**src/rtl/logical_tile_io_pi_mode_io_pi_capture.sv**
```systemverilog
// ASIC-to-fabric input pad capture for the io_pi tile.
// The raw pad level reaches the fabric either through a combinational bypass,
// or through a synchronizer, a glitch filter and an edge detector. The capture
// flops (sync stages, filtered level, edge flop) double as a scan chain that
// runs sc_in -> sync0 -> sync1 -> filt -> edge -> sc_out.
module logical_tile_io_pi_mode_io_pi_capture #(
    parameter int SYNC_STAGES = 2,
    parameter int CNT_W       = 4
) (
    input  logic       io_pi_clk,
    input  logic       io_pi_resetb,
    input  logic       SE0,
    input  logic       gfpga_pad_pinput_A2F,
    input  logic       io_pi_sc_in,
    input  logic [0:7] feedthrough_mem_in,
    input  logic [0:7] feedthrough_mem_inb,
    output logic       io_pi_a2f_o,
    output logic       io_pi_edge_o,
    output logic       io_pi_sc_out
);

    // Configuration fields; the threshold slice keeps mem_in[2] as its MSB.
    logic             mode_s;
    logic             inv_s;
    logic [CNT_W-1:0] n_s;
    logic             rise_en_s;
    logic             fall_en_s;
    logic             cfg_unused_s;

    assign mode_s       = feedthrough_mem_in[0];
    assign inv_s        = feedthrough_mem_in[1];
    assign n_s          = feedthrough_mem_in[2:5];
    assign rise_en_s    = feedthrough_mem_in[6];
    assign fall_en_s    = feedthrough_mem_in[7];
    // The complement bits only exist so the config chain stays uniform.
    assign cfg_unused_s = ^feedthrough_mem_inb;

    // State: sync_r[0] is the pad-facing stage, sync_r[SYNC_STAGES-1] feeds the filter.
    logic [SYNC_STAGES-1:0] sync_r;
    logic                   filt_r;
    logic                   edge_r;
    logic [CNT_W-1:0]       cnt_r;

    // Next-state signals of the filter and edge detector.
    logic                   sync_last_s;
    logic [CNT_W-1:0]       thr_s;
    logic                   diff_s;
    logic                   upd_s;
    logic                   new_lvl_s;
    logic                   edge_nxt_s;
    logic [CNT_W-1:0]       cnt_nxt_s;

    assign sync_last_s = sync_r[SYNC_STAGES-1];

    // Filter decision: a threshold of 0 behaves like 1, and the >= compare
    // lets a lowered threshold take effect on the very next differing edge.
    always_comb begin
        thr_s      = {CNT_W{1'b0}};
        diff_s     = 1'b0;
        upd_s      = 1'b0;
        new_lvl_s  = 1'b0;
        edge_nxt_s = 1'b0;
        cnt_nxt_s  = {CNT_W{1'b0}};

        if (n_s == {CNT_W{1'b0}}) begin
            thr_s = {CNT_W{1'b0}};
        end else begin
            thr_s = n_s - {{(CNT_W-1){1'b0}}, 1'b1};
        end

        diff_s    = (sync_last_s != filt_r);
        upd_s     = diff_s && (cnt_r >= thr_s);
        // Polarity is judged on the level the fabric will actually see.
        new_lvl_s = sync_last_s ^ inv_s;
        edge_nxt_s = upd_s && ((new_lvl_s && rise_en_s) || (!new_lvl_s && fall_en_s));

        if (!diff_s) begin
            cnt_nxt_s = {CNT_W{1'b0}};
        end else if (upd_s) begin
            cnt_nxt_s = {CNT_W{1'b0}};
        end else if (cnt_r != {CNT_W{1'b1}}) begin
            cnt_nxt_s = cnt_r + {{(CNT_W-1){1'b0}}, 1'b1};
        end else begin
            cnt_nxt_s = cnt_r;
        end
    end

    // Capture flops: scan shift takes priority over functional capture; the
    // functional path keeps clocking in bypass mode so a mode switch is seamless.
    always_ff @(posedge io_pi_clk or negedge io_pi_resetb) begin
        if (!io_pi_resetb) begin
            sync_r <= {SYNC_STAGES{1'b0}};
            filt_r <= 1'b0;
            edge_r <= 1'b0;
            cnt_r  <= {CNT_W{1'b0}};
        end else if (SE0) begin
            sync_r <= {sync_r[SYNC_STAGES-2:0], io_pi_sc_in};
            filt_r <= sync_last_s;
            edge_r <= filt_r;
            cnt_r  <= {CNT_W{1'b0}};
        end else begin
            sync_r <= {sync_r[SYNC_STAGES-2:0], gfpga_pad_pinput_A2F};
            if (upd_s) begin
                filt_r <= sync_last_s;
            end else begin
                filt_r <= filt_r;
            end
            edge_r <= edge_nxt_s;
            cnt_r  <= cnt_nxt_s;
        end
    end

    // Output path select is combinational so bypass has zero latency.
    assign io_pi_a2f_o  = mode_s ? (filt_r ^ inv_s) : (gfpga_pad_pinput_A2F ^ inv_s);
    assign io_pi_edge_o = edge_r & mode_s & ~SE0;
    assign io_pi_sc_out = edge_r;

endmodule

```
**config.mk**
```make
export PLATFORM = sky130hd
export DESIGN_NAME = logical_tile_io_pi_mode_io_pi_capture
export DESIGN_NICKNAME = d
export VERILOG_FILES = /design/src/rtl/logical_tile_io_pi_mode_io_pi_capture.sv
export SDC_FILE = /design/constraint.sdc
export NUM_CORES = 1
export LEC_CHECK = 0
export BUFFER_PORTS_ARGS = -buffer_cell sky130_fd_sc_hd__buf_4
export CORE_MARGIN = 2
export CORE_UTILIZATION = 40
export DETAILED_ROUTE_END_ITERATION = 16
export PLACE_DENSITY = 0.82
export SETUP_SLACK_MARGIN = 0.05
export SLEW_MARGIN = 10
export SYNTH_ARGS = -nofsm -noshare
export SYNTH_HDL_FRONTEND = slang
export SYNTH_SLANG_ARGS = --single-unit
```
**constraint.sdc**
```tcl
create_clock -name io_pi_clk -period 1.7 [get_ports io_pi_clk]
set_clock_uncertainty 0.05 [all_clocks]
set_input_delay 0.085 -clock io_pi_clk [delete_from_list [all_inputs] [get_ports io_pi_clk]]
set_output_delay 0.085 -clock io_pi_clk [all_outputs]
set_load 0.01 [all_outputs]
```
==> results by group <==
Critical path
  • WP data arrival: 1.69 ns
  • CP Capture Type: register
  • CP startpoint kind: register
  • Crit-path max FO: 4
  • Crit Path Category: register to register
  • CP required: 1.78 ns

Layout
  • # nets final: 108
  • Antenna diode count: 0
  • Util after Layout: 59.8%
  • Layout cells sized above 1: 40.0%
  • Filler cell count: 126
  • Area growth from synthesis to layout: 41.0%

Power and ir drop
  • Switching Share: 27.4%
  • Seq pwr share: 43.3%
  • Clock network fraction of design power: 27.8%
  • Max VDD drop: 0.509 mV
  • NetSw: 0.138 mW
  • Total leakage power: 0.384 nW
  • Share of power burned in combinational logic: 28.9%
  • Pwr Density: 650 nW/um2
  • Int Power: 0.367 mW

Hold path
  • Hold WC Path Type: input port to register

STA
  • Endpoints failing setup: 0
  • Worst slew margin: 80.1%
  • Final Cycle Share: 94.8%
  • Endpoints failing hold: 0
  • Final min period: 1.61 ns
  • Final Max Slew Viols: 0
  • RSZ-0062 raised after global routing: true
  • Fmax: 620 MHz
  • Worst-Margin Slew: 0.298 ns
  • Setup TNS: 0 ns

Floorplanning
  • Die W: 41.1 um
  • Starting Density: 42.4%
  • Row cnt: 13
  • Die H: 41.1 um
  • IO Pins: 24
  • Core footprint: 1300 um2
  • Die area: 1690 um2

Global route
  • Vias in the first global route: 456
  • First-pass GRT wire length: 1800 um
  • Largest net degree at the start of global routing: 9
  • GRT Overall Usage: 16.4%
  • Initial antenna violation count: 0
  • GRT Residual Overflow: 0

Place
  • IO buf count: 15
  • HPWL Detailed: 935 um
  • GP Congestion: 0.735

Yosys
  • Sequential share of the synthesized area: 36.3%
  • Synth top cells by count: 8 x dfrtp_1, 7 x nor2_1, 5 x ha_1
  • Yosys warns: 0
  • Seq cells post-synth: 8
  • Mapped Cells: 56
  • Count leader, synth: dfrtp_1
  • Synth area leader: dfrtp_1
  • Share of the synthesized area in the top cell type: 36.3%
  • Post-Syn Nets: 82
  • Post-synth EDFFs: 0
  • Synth async-reset ratio: 100%
  • Cell variety after synth: 24
  • Syn Area/Cell: 9.85 um2
  • Synth top area cells: dfrtp_1 36%, ha_1 11%, mux2i_1 5.4%, nor2_1 4.8%, mux2_2 4.1%
  • Post-Syn Area: 552 um2
  • Top_reg_cell synth: dfrtp_1

Routing
  • Initial DRC count: 8
  • Routed wire length: 1100 um
  • DR WL/cell: 11.5 um
  • Drt drc: 0
  • Final ANT Viol Nets: 0
  • Vias/cell: 5.23
  • Via count: 497
  • First drt pass iteration count: 4

CTS
  • Worst-Skew Late Latency: 0.25 ns
  • H-Tree Depth: 1
  • Clock slew at reported path FFs: 0.06 ns
  • Bufs on Longest Clock Path: 2
  • TritonCTS Buffers: 3
  • Clock sink count: 8
  • Root Driver: clkbuf_4
  • CTS tree: yes

Flow run
  • Max Cap Viol: 0

Run status
  • Status: completed
==> sequential cells by signal, indices dropped and copies added (netlist names) <==
signal / flops
cnt_r: 4
filt_r: 1
io_pi_sc_out: 1
sync_r: 2
==> area by class of cell <==
class,count,area [um2],share of cell area [%]
Multi-Input combinational cell,46,369,47.4
Tap cell,15,18.8,2.41
Clock buffer,3,22.5,2.89
Inverter,2,7.51,0.965
Sequential cell,8,200,25.7
Timing Repair Buffer,21,160,20.6
==> per-layer routing <==
layer / GRT usage [%] / part of all wire [%] / vias up
met5: 0 / 0 / -
met4: 2.42 / 0 / 0
met3: 7.07 / 5.7 / 0
met2: 28.5 / 53 / 17
met1: 19.0 / 41 / 226
li1: - / - / 254
==> stage by stage <==
step | instance area [um2] | total power [mW] | cells | hold WS, ns | setup WS, ns
after floorplan | 567 | 0.298 | 56 | -0.261 | 0.0615
after global placement | 736 | 0.361 | 91 | -0.143 | -0.0968
after detailed placement | 736 | 0.366 | 91 | -0.142 | -0.137
after CTS | 768 | 0.507 | 95 | 0.0308 | 0.0821
after global routing | 778 | 0.547 | 95 | 0.0294 | 0.0353
final | 778 | 0.506 | 95 | 0.0321 | 0.0881
==> power groups by stage <==
stage	registers [mW]	logic [mW]	clock network, mW
6_report	0.219	0.146	0.141
5_1_grt	0.222	0.166	0.159
4_1_cts	0.219	0.146	0.142
3_5_place_dp	0.222	0.144	0
3_3_place_gp	0.222	0.139	0
2_1_floorplan	0.223	0.0753	0
==> what timing repair did <==
item,4_1_cts,5_1_grt
endpoints found under the hold margin,8,0
hold buffers,1,0
endpoints found under the setup margin,0,1
setup buffers,0,0
resized for setup,0,2
==> final timing paths <==
check / start / endpoint / slack [ns] / cells past startpoint
min: io_pi_sc_in / sync_r[0] / 0.03 / 2
min in group asynchronous: io_pi_resetb / cnt_r[3] / 0.14 / 2
min reg2reg: sync_r[0] / sync_r[1] / 0.30 / 0
max in group asynchronous: io_pi_resetb / cnt_r[1] / 1.33 / 2
max reg2reg: cnt_r[0] / filt_r / 0.09 / 5
max: cnt_r[0] / filt_r / 0.09 / 5
==> layout by cell type (no fill, tap or decap) <==
cell type and instances:
o2111ai_2 1, nor2_2 1, xnor2_1 2, ha_4 1
mux2_4 1, o21a_1 1, nor3_1 1, dlygate4sd3_1 1
nor2_1 6, a31oi_1 1, a21oi_1 2, mux2i_1 3
o31ai_1 1, nor3_2 1, buf_4 20, mux2_2 2
nand2_1 4, nand3_2 1, dfrtp_1 8, xor2_1 1
nand3_1 2, ha_1 4, a21oi_2 1, a221oi_1 1
nand3b_1 2, nand2b_1 2, o211ai_1 1, a21o_1 2
clkbuf_4 3, nor3b_1 1, inv_1 2
==> kinds of logic (layout without fill, tap and decap cells) <==
| logic type | Yosys count | in the layout | synth area share [%] |
|---|---|---|---|
| and+or+nand+nor | 21 | 21 | 18.4 |
| AOI/OAI and AO/OA | 11 | 11 | 15.6 |
| adders and majority gates | 5 | 5 | 11.3 |
| buffers and inverters | 2 | 26 | 1.36 |
| xor gates and xnor gates | 3 | 3 | 4.76 |
| DFF | 8 | 8 | 36.3 |
| muxes | 6 | 6 | 12.2 |
==> worst max-delay path: stages, from the launching register on <==
cell	delay, ns
dfrtp_1	0.35
inv_1	0.05
ha_1	0.30
o2111ai_2	0.30
nand3b_1	0.15
mux2_4	0.31
(Power assumes the default switching activity.)
